$ cat src/rtl/ieee_handshake_ctrl.sv
// IEEE-488 style three-wire handshake controller: a talker FSM that sources bytes onto the bus
// and a listener FSM that accepts them, sharing synchronized bus inputs and registered bus drives.
module ieee_handshake_ctrl #(
    parameter int unsigned SETTLE  = 4,
    parameter int unsigned TIMEOUT = 1023
) (
    input  logic       phi2,
    input  logic       reset,
    input  logic       talk,
    input  logic       listen,
    input  logic       tx_valid,
    input  logic [7:0] tx_data,
    input  logic       tx_eoi,
    output logic       tx_ready,
    output logic       rx_valid,
    output logic [7:0] rx_data,
    output logic       rx_eoi,
    input  logic       rx_ack,
    input  logic [7:0] dio_in,
    input  logic       dav_in,
    input  logic       nrfd_in,
    input  logic       ndac_in,
    input  logic       eoi_in,
    output logic [7:0] dio_out,
    output logic       dio_oe,
    output logic       dav_out,
    output logic       nrfd_out,
    output logic       ndac_out,
    output logic       eoi_out,
    output logic       timeout,
    output logic       no_listener,
    output logic       busy
);

    typedef enum logic [2:0] {
        T_IDLE     = 3'd0,
        T_WAIT_RFD = 3'd1,
        T_SETTLE   = 3'd2,
        T_DAV      = 3'd3,
        T_RELEASE  = 3'd4
    } t_state_e;

    typedef enum logic [1:0] {
        L_IDLE   = 2'd0,
        L_READY  = 2'd1,
        L_ACCEPT = 2'd2,
        L_DONE   = 2'd3
    } l_state_e;

    localparam logic [9:0] SETTLE_LAST = 10'(SETTLE - 1);
    localparam logic [9:0] TMO_LAST    = 10'(TIMEOUT - 1);

    t_state_e   t_q, t_d;
    l_state_e   l_q, l_d;
    logic [9:0] cnt_q, cnt_d;
    logic [11:0] sync1_q, sync2_q;
    logic [7:0] hold_q, hold_d;
    logic       hold_eoi_q, hold_eoi_d;
    logic       rx_valid_q, rx_valid_d;
    logic [7:0] rx_data_q, rx_data_d;
    logic       rx_eoi_q, rx_eoi_d;
    logic       tx_ready_q, tx_ready_d;
    logic [7:0] dio_out_q, dio_out_d;
    logic       dio_oe_q, dio_oe_d;
    logic       dav_out_q, dav_out_d;
    logic       eoi_out_q, eoi_out_d;
    logic       nrfd_out_q, nrfd_out_d;
    logic       ndac_out_q, ndac_out_d;
    logic       timeout_q, timeout_d;
    logic       no_listener_q, no_listener_d;
    logic       busy_q, busy_d;

    logic       dav_s, nrfd_s, ndac_s, eoi_s, lst_act_s, tmo_hit_s;
    logic [7:0] dio_s;

    assign dav_s     = sync2_q[11];
    assign nrfd_s    = sync2_q[10];
    assign ndac_s    = sync2_q[9];
    assign eoi_s     = sync2_q[8];
    assign dio_s     = sync2_q[7:0];
    assign lst_act_s = listen & ~talk;
    assign tmo_hit_s = (cnt_q == TMO_LAST);

    // Talker next state; a wait that reaches the timeout or loses talk falls back to idle
    always_comb begin
        t_d           = t_q;
        hold_d        = hold_q;
        hold_eoi_d    = hold_eoi_q;
        timeout_d     = 1'b0;
        no_listener_d = 1'b0;
        case (t_q)
            T_IDLE: begin
                if (tx_valid && tx_ready_q) begin
                    hold_d     = tx_data;
                    hold_eoi_d = tx_eoi;
                    t_d        = T_WAIT_RFD;
                end else begin
                    t_d = T_IDLE;
                end
            end
            T_WAIT_RFD: begin
                if (!talk) begin
                    t_d = T_IDLE;
                end else if (!nrfd_s && ndac_s) begin
                    t_d = T_SETTLE;
                end else if (!nrfd_s && !ndac_s) begin
                    no_listener_d = 1'b1;
                    t_d           = T_IDLE;
                end else if (tmo_hit_s) begin
                    timeout_d = 1'b1;
                    t_d       = T_IDLE;
                end else begin
                    t_d = T_WAIT_RFD;
                end
            end
            T_SETTLE: begin
                if (!talk) begin
                    t_d = T_IDLE;
                end else if (cnt_q == SETTLE_LAST) begin
                    t_d = T_DAV;
                end else begin
                    t_d = T_SETTLE;
                end
            end
            T_DAV: begin
                if (!talk) begin
                    t_d = T_IDLE;
                end else if (!ndac_s) begin
                    t_d = T_RELEASE;
                end else if (tmo_hit_s) begin
                    timeout_d = 1'b1;
                    t_d       = T_IDLE;
                end else begin
                    t_d = T_DAV;
                end
            end
            T_RELEASE: begin
                if (!talk) begin
                    t_d = T_IDLE;
                end else if (ndac_s) begin
                    t_d = T_IDLE;
                end else if (tmo_hit_s) begin
                    timeout_d = 1'b1;
                    t_d       = T_IDLE;
                end else begin
                    t_d = T_RELEASE;
                end
            end
            default: begin
                t_d = T_IDLE;
            end
        endcase
        if ((t_d != t_q) || (t_q == T_IDLE)) begin
            cnt_d = 10'd0;
        end else begin
            cnt_d = cnt_q + 10'd1;
        end
    end

    // Listener next state; an unacknowledged byte survives a mode drop
    always_comb begin
        l_d       = l_q;
        rx_data_d = rx_data_q;
        rx_eoi_d  = rx_eoi_q;
        if (rx_ack && rx_valid_q) begin
            rx_valid_d = 1'b0;
        end else begin
            rx_valid_d = rx_valid_q;
        end
        case (l_q)
            L_IDLE: begin
                if (lst_act_s && !rx_valid_q) begin
                    l_d = L_READY;
                end else begin
                    l_d = L_IDLE;
                end
            end
            L_READY: begin
                if (!lst_act_s) begin
                    l_d = L_IDLE;
                end else if (dav_s) begin
                    rx_data_d  = dio_s;
                    rx_eoi_d   = eoi_s;
                    rx_valid_d = 1'b1;
                    l_d        = L_ACCEPT;
                end else begin
                    l_d = L_READY;
                end
            end
            L_ACCEPT: begin
                if (!lst_act_s) begin
                    l_d = L_IDLE;
                end else if (rx_ack && rx_valid_q) begin
                    l_d = L_DONE;
                end else begin
                    l_d = L_ACCEPT;
                end
            end
            L_DONE: begin
                if (!lst_act_s || !dav_s) begin
                    l_d = L_IDLE;
                end else begin
                    l_d = L_DONE;
                end
            end
            default: begin
                l_d = L_IDLE;
            end
        endcase
    end

    // Bus drives decoded from the next state so every output is a flop
    always_comb begin
        dio_oe_d   = (t_d == T_WAIT_RFD) || (t_d == T_SETTLE) || (t_d == T_DAV) || (t_d == T_RELEASE);
        dio_out_d  = dio_oe_d ? hold_d : 8'h00;
        dav_out_d  = (t_d == T_DAV);
        eoi_out_d  = ((t_d == T_SETTLE) || (t_d == T_DAV)) ? hold_eoi_d : 1'b0;
        tx_ready_d = talk && (t_d == T_IDLE);
        busy_d     = (t_d != T_IDLE) || (l_d != L_IDLE);
        case (l_d)
            L_IDLE: begin
                nrfd_out_d = lst_act_s;
                ndac_out_d = lst_act_s;
            end
            L_READY: begin
                nrfd_out_d = 1'b0;
                ndac_out_d = 1'b1;
            end
            L_ACCEPT: begin
                nrfd_out_d = 1'b1;
                ndac_out_d = 1'b1;
            end
            L_DONE: begin
                nrfd_out_d = 1'b1;
                ndac_out_d = 1'b0;
            end
            default: begin
                nrfd_out_d = 1'b0;
                ndac_out_d = 1'b0;
            end
        endcase
    end

    // State, synchronizer and output registers
    always_ff @(posedge phi2) begin
        if (reset) begin
            t_q           <= T_IDLE;
            l_q           <= L_IDLE;
            cnt_q         <= 10'd0;
            sync1_q       <= 12'd0;
            sync2_q       <= 12'd0;
            hold_q        <= 8'h00;
            hold_eoi_q    <= 1'b0;
            rx_valid_q    <= 1'b0;
            rx_data_q     <= 8'h00;
            rx_eoi_q      <= 1'b0;
            tx_ready_q    <= 1'b0;
            dio_out_q     <= 8'h00;
            dio_oe_q      <= 1'b0;
            dav_out_q     <= 1'b0;
            eoi_out_q     <= 1'b0;
            nrfd_out_q    <= 1'b0;
            ndac_out_q    <= 1'b0;
            timeout_q     <= 1'b0;
            no_listener_q <= 1'b0;
            busy_q        <= 1'b0;
        end else begin
            t_q           <= t_d;
            l_q           <= l_d;
            cnt_q         <= cnt_d;
            sync1_q       <= {dav_in, nrfd_in, ndac_in, eoi_in, dio_in};
            sync2_q       <= sync1_q;
            hold_q        <= hold_d;
            hold_eoi_q    <= hold_eoi_d;
            rx_valid_q    <= rx_valid_d;
            rx_data_q     <= rx_data_d;
            rx_eoi_q      <= rx_eoi_d;
            tx_ready_q    <= tx_ready_d;
            dio_out_q     <= dio_out_d;
            dio_oe_q      <= dio_oe_d;
            dav_out_q     <= dav_out_d;
            eoi_out_q     <= eoi_out_d;
            nrfd_out_q    <= nrfd_out_d;
            ndac_out_q    <= ndac_out_d;
            timeout_q     <= timeout_d;
            no_listener_q <= no_listener_d;
            busy_q        <= busy_d;
        end
    end

    assign tx_ready    = tx_ready_q;
    assign rx_valid    = rx_valid_q;
    assign rx_data     = rx_data_q;
    assign rx_eoi      = rx_eoi_q;
    assign dio_out     = dio_out_q;
    assign dio_oe      = dio_oe_q;
    assign dav_out     = dav_out_q;
    assign eoi_out     = eoi_out_q;
    assign nrfd_out    = nrfd_out_q;
    assign ndac_out    = ndac_out_q;
    assign timeout     = timeout_q;
    assign no_listener = no_listener_q;
    assign busy        = busy_q;

endmodule
$ cat config.mk
export PLATFORM = sky130hd
export DESIGN_NAME = ieee_handshake_ctrl
export DESIGN_NICKNAME = d
export VERILOG_FILES = /design/src/rtl/ieee_handshake_ctrl.sv
export SDC_FILE = /design/constraint.sdc
export NUM_CORES = 1
export LEC_CHECK = 0
export ABC_AREA = 1
export CAP_MARGIN = 20
export CELL_PAD_IN_SITES_DETAIL_PLACEMENT = 2
export CELL_PAD_IN_SITES_GLOBAL_PLACEMENT = 2
export CORE_ASPECT_RATIO = 2
export CORE_MARGIN = 4
export CORE_UTILIZATION = 30
export DETAILED_ROUTE_END_ITERATION = 10
export PLACE_DENSITY_LB_ADDON = 0.1
export SYNTH_ARGS = -nofsm -noshare
export SYNTH_HDL_FRONTEND = slang
export SYNTH_SLANG_ARGS = --single-unit
$ cat constraint.sdc
create_clock -name phi2 -period 1.74 [get_ports phi2]
set_input_delay 0.261 -clock phi2 [delete_from_list [all_inputs] [get_ports phi2]]
set_output_delay 0.261 -clock phi2 [all_outputs]
set_load 0.02 [all_outputs]
-- Yosys cells after proc, flatten, opt, wreduce, memory -nomap -nowiden
Cells that the tools add are included.
- bits of input ports: 27
- register bits after elaboration: 75
- bitwise logic cells: 5
- reduce and logical (&&, ||, !) cells: 31
- multiplexer cells: 41
- eq/ne operators: 17
- add/sub/neg operators: 1
- operators with widths (cell ; count):
    $mux W1 ; 21
    $mux W2 ; 8
    $mux W8 ; 2
    $mux W3 ; 5
    $pmux W3 S5 ; 1
    $eq A3 B2 Y1 const B ; 4
    $add A10 B1 Y10 const B ; 1
    $eq A10 B10 Y1 const B ; 1
    $eq A10 B2 Y1 const B ; 1
    $reduce_or A2 Y1 ; 5
    $pmux W1 S3 ; 3
    $eq A2 B2 Y1 const B ; 4
    $pmux W2 S4 ; 1
    $logic_or A1 B1 Y1 ; 7
    $eq A3 B1 Y1 const B ; 2
    $eq A3 B3 Y1 const B ; 2
    $logic_and A1 B1 Y1 ; 6
    $logic_not A3 Y1 ; 2
    $logic_not A1 Y1 ; 5
    $eq A2 B1 Y1 const B ; 2
    $logic_not A2 Y1 ; 2
    $not A1 Y1 ; 4
    $reduce_or A4 Y1 ; 1
    $ne A3 B3 Y1 ; 1
    other kinds (4) ; 4

-- Longest topological paths before layout
- word-level depth: 12
- depth in mapped cells: 13

-- Worst setup path after synthesis
No wires, ideal clock.
- path type: reg-to-reg
- from: reg cnt_q[0]
- to: reg cnt_q[0]
- clock period less this slack: 1.467 ns
- path slack: 0.273 ns
- stages on the path, launching flop included: 14
- required time: 1.677 ns
- arrival time: 1.403 ns
- cells stage by stage: dfxtp_1 inv_1 ha_1 nand3_1 nor2_1 nand2_1 nand2_1 nand2_1 nand2_2 nand2_1 nand2_1 nor2_4 nand2_4 nor2_2
- longest elaborated chain between the ends: 9
- ends and longest elaborated chain (element ; line ; text):
    from (decl) ; 55 ; logic [9:0] cnt_q, cnt_d;
    from (signal assigned) ; 270 ; cnt_q <= cnt_d;
    $eq A10 B10 Y1 ; 82 ; assign tmo_hit_s = (cnt_q == TMO_LAST);
    $mux W1 ; 109 ; end else if (tmo_hit_s) begin
    $mux W1 ; 106 ; end else if (!nrfd_s && !ndac_s) begin
    $mux W2 ; 104 ; end else if (!nrfd_s && ndac_s) begin
    $mux W2 ; 102 ; if (!talk) begin
    $pmux W3 S5 ; 91 ; case (t_q)
    $ne A3 B3 Y1 ; 153 ; if ((t_d != t_q) || (t_q == T_IDLE)) begin
    $logic_or A1 B1 Y1 ; 153 ;
    $reduce_or A2 Y1 (no line) ; - ;
Several ways; a longest one is shown, not always the timed one.
A chain may end at the register's enable or synchronous reset.

-- Worst setup path after layout
- from: reg t_q[1]
- to: reg cnt_q[0]
- longest elaborated chain between the ends: 5
- ends and longest elaborated chain (element ; line ; text):
    from (decl) ; 53 ; t_state_e t_q, t_d;
    from (signal assigned) ; 268 ; t_q <= t_d;
    $eq A3 B3 Y1, or another cell as far along ; 91 ;
    $pmux W3 S5 ; 91 ;
    $ne A3 B3 Y1 ; 153 ;
    $logic_or A1 B1 Y1 (*) ; 153 ;
    $reduce_or A2 Y1 (no line) (*) ; - ;
Mark *: on every way between the ends. The rest lies on a longest branch, timed or not.

==> qor.yml <==
placed_cell_area_um2: 3530
gr-max-usage-layer: "met2"
finalPower_uw: 3830
relSlewSlack: 0.773
cp_top_family: "simple AND/OR/NAND/NOR gates"
power_switching_uw: 848
path_max_fanout: 7
final_area_um2: 4020
grt_overflow: 0
endpoint: "cnt_q[0]$_SDFF_PP0_"
layout-drive-gt1-share: 0.229
avgRoutedWirePerCell_um: 15.5
syn_nets: 366
arrival_ps: 1940
final_cell_mix: "81 x nor2_1, 70 x dfxtp_1, 52 x clkdlybuf4s50_1"
avgSynthCellArea_um2: 8.29
rr_startpoint: "t_q[1]$_SDFF_PP0_"
fmax_mhz: 598
seq_power_share: 0.465
antenna_found_initial: 0
syn_inst: 335
portBuffers: 53
async_reset_ff_frac: 0
path_clk_slew_ps: 60
numCtsBuffers: 9
drc_errors: 0
grt_pass1_wl_um: 12400
cp.required_ps: 2010
yosys_warnings: 0
cts-root-buf: "clkbuf_16"
reg2regPathDepth: 12
leakagePower_uw: 0.00172
htree_levels: 3
synth_ff_type: "dfxtp_1"
ys_seq_area_frac: 0.541
die_x_um: 76.0
ctsHoldBuffers: 0
fin_crit_sh: 0.961
synth_area_um2: 2780
status: "complete, no violations"
p_int_uw: 2980
clk_latency_ps: 330
core_area_um2: 9010
end_kind: "flop"
via_count: 2414
hold_ws_ps: 195
wirelength_um: 8070
cp_num_cells: 12
rows: 49
hp-start: "reset"
viasPerCell: 4.62
hp-class: "primary input to flop"
final_max_slew_viol_count: 0
clock_power_share: 0.471
final_hold_viol_count: 0
cts_num_sinks: 75
fin_skew_ps: 6.24
finalSetupTns_ps: 0
clockBufferDepth: 2
place.gp.congestion: 0.825
layout_commonest_cell: "nor2_1"
cpMostUsedCell: "nand2_2"
num_antenna_cells: 0
synth_edf_count: 0
grtUsageTotal: 0.146
dpl.hpwl_um: 5840
synth_top_area_cell: "dfxtp_1"
nNetsFinal: 447
fin_cells: 522
drtIter0Drc: 78
path_class: "flop to flop"
cp_cell_sequence: "buf_6 -> inv_1 -> nand3_1 -> nor2_1 -> nor2_1 -> nand2_2 -> nand2_4 -> nand2_2 -> nand2_2 -> nor2_4 -> nand2_8 -> nor2_2"
powerDensity_nw_per_um2: 953
first_global_vias: 2574
synth_top_area_frac: 0.541
critical_path_buf_inv_count: 2
pwr-share-comb: 0.064
post-place-cells: 500
yosysUniqueCellTypes: 34
cts_tree: "yes"
grt_max_degree: 30
sw_frac_of_total: 0.222
worstSetupStartpointType: "flop"
setup_violations: 0
drtAntennaViolNets: 0
initial_utilization: 0.308
critical_path.slowest_cell: "dfxtp_2"
synth.area.top_cells: "dfxtp_1 54%, nor2_1 11%, inv_1 6.1%, nand2_1 4.1%, mux2i_1 2.9%"
ioPinCount: 54
cp_slowest_stage_delay_ps: 340
dieArea_um2: 11000
met1_usage: 0.143
peakVddDrop_v: 0.000707
cp-startpoint: "t_q[1]$_SDFF_PP0_"
fin_crit_ps: 1670
reg2reg_to: "cnt_q[0]$_SDFF_PP0_"
drtPass1Iterations: 4
syn_to_final_growth_pct: 44.7
drv_cap: 0
max_slew.worst_pin.slew_ps: 340
ff2ff_setup_slack_ps: 70
met3_usage: 0.0368
synth-seq-cells: 75
grtUsageMet2: 0.278
dieHeight_um: 144
[metrics by stage]
step / setup WS [ps] / util
3_3_place_gp: -136 / 0.391
6_report: 67.2 / 0.446
2_1_floorplan: 273 / -
4_1_cts: 0.0646 / 0.424
5_1_grt: -43.6 / 0.446
3_5_place_dp: -195 / 0.391
[sequential cells by signal, summed over array words and instances, names as in the netlist]
signal,flops
l_q,2
timeout,1
no_listener,1
rx_data,8
dio_out,8
eoi_out,1
t_q,3
sync1_q,12
rx_eoi,1
sync2_q,12
dav_out,1
dio_oe,1
tx_ready,1
rx_valid,1
hold_q,8
busy,1
hold_eoi_q,1
cnt_q,10
ndac_out,1
nrfd_out,1
[cells in the mapped netlist, drive strengths merged, types with 2 or more instances]
cell / number
mux2i: 8
a21oi: 5
buf: 4
nand4: 3
dfxtp: 75
nor4: 2
nor3: 4
nor2: 98
ha: 4
clkbuf: 5
xnor2: 2
nand3: 15
a21boi: 2
inv: 48
nand2: 36
o21ai: 12
xor2: 6
[how the worst min path moves through the flow]
stage               slack [ps]                     end  depth (start not counted)
floorplan                  370   sync1_q[0]$_SDFF_PP0_                          2
global placement           390   sync2_q[5]$_SDFF_PP0_                          2
detailed placement         400   sync2_q[7]$_SDFF_PP0_                          2
CTS                        190  sync2_q[10]$_SDFF_PP0_                          2
global route               200   sync2_q[9]$_SDFF_PP0_                          2
finish                     200  sync2_q[10]$_SDFF_PP0_                          2
[power groups by stage]
stage	combinational, µW	sequential (µW)	clock, µW
detailed placement	229	1820	0
finish	244	1780	1810
global route	271	1780	1940
CTS	233	1780	1860
global placement	223	1820	0
floorplan	99.9	1820	0
[cells by family after synthesis]
group	share of synthesized area
AO/OA/AOI/OAI	0.0410
multiplexers	0.0288
buffers and inverters	0.0825
adder cells (fa/ha/maj)	0.0180
AND/OR/NAND/NOR	0.264
XOR/XNOR	0.0252
flip-flops	0.541
[final cells by class]
type	count	area, µm²
Sequential cell	75	1510
Clock buffer	9	225
Tap cell	102	128
Multi-Input combinational cell	204	1200
Fill cell	1003	4990
Clock inverter	6	65.1
Inverter	49	184
Timing Repair Buffer	77	709
[worst register-to-register path, delay by kind of cell, from the launching register on]
family / cells / cell delay (ps)
buffers and inverters: 2 / 200
and+or+nand+nor: 10 / 1060
DFF: 1 / 340
[metal layers]
metal,wire length (µm),share of wire
met1,2900,0.36
met2,4660,0.58
met5,0,0
met3,282,0.035
met4,228,0.028
[timing repair]
item,4_1_cts,5_1_grt
buffers inserted,0,5
cloned,0,2
resized for setup,2,38
endpoints found under the hold margin,0,0
setup endpoints to repair,19,25
pin swaps,0,12
(Power assumes the default switching activity.)
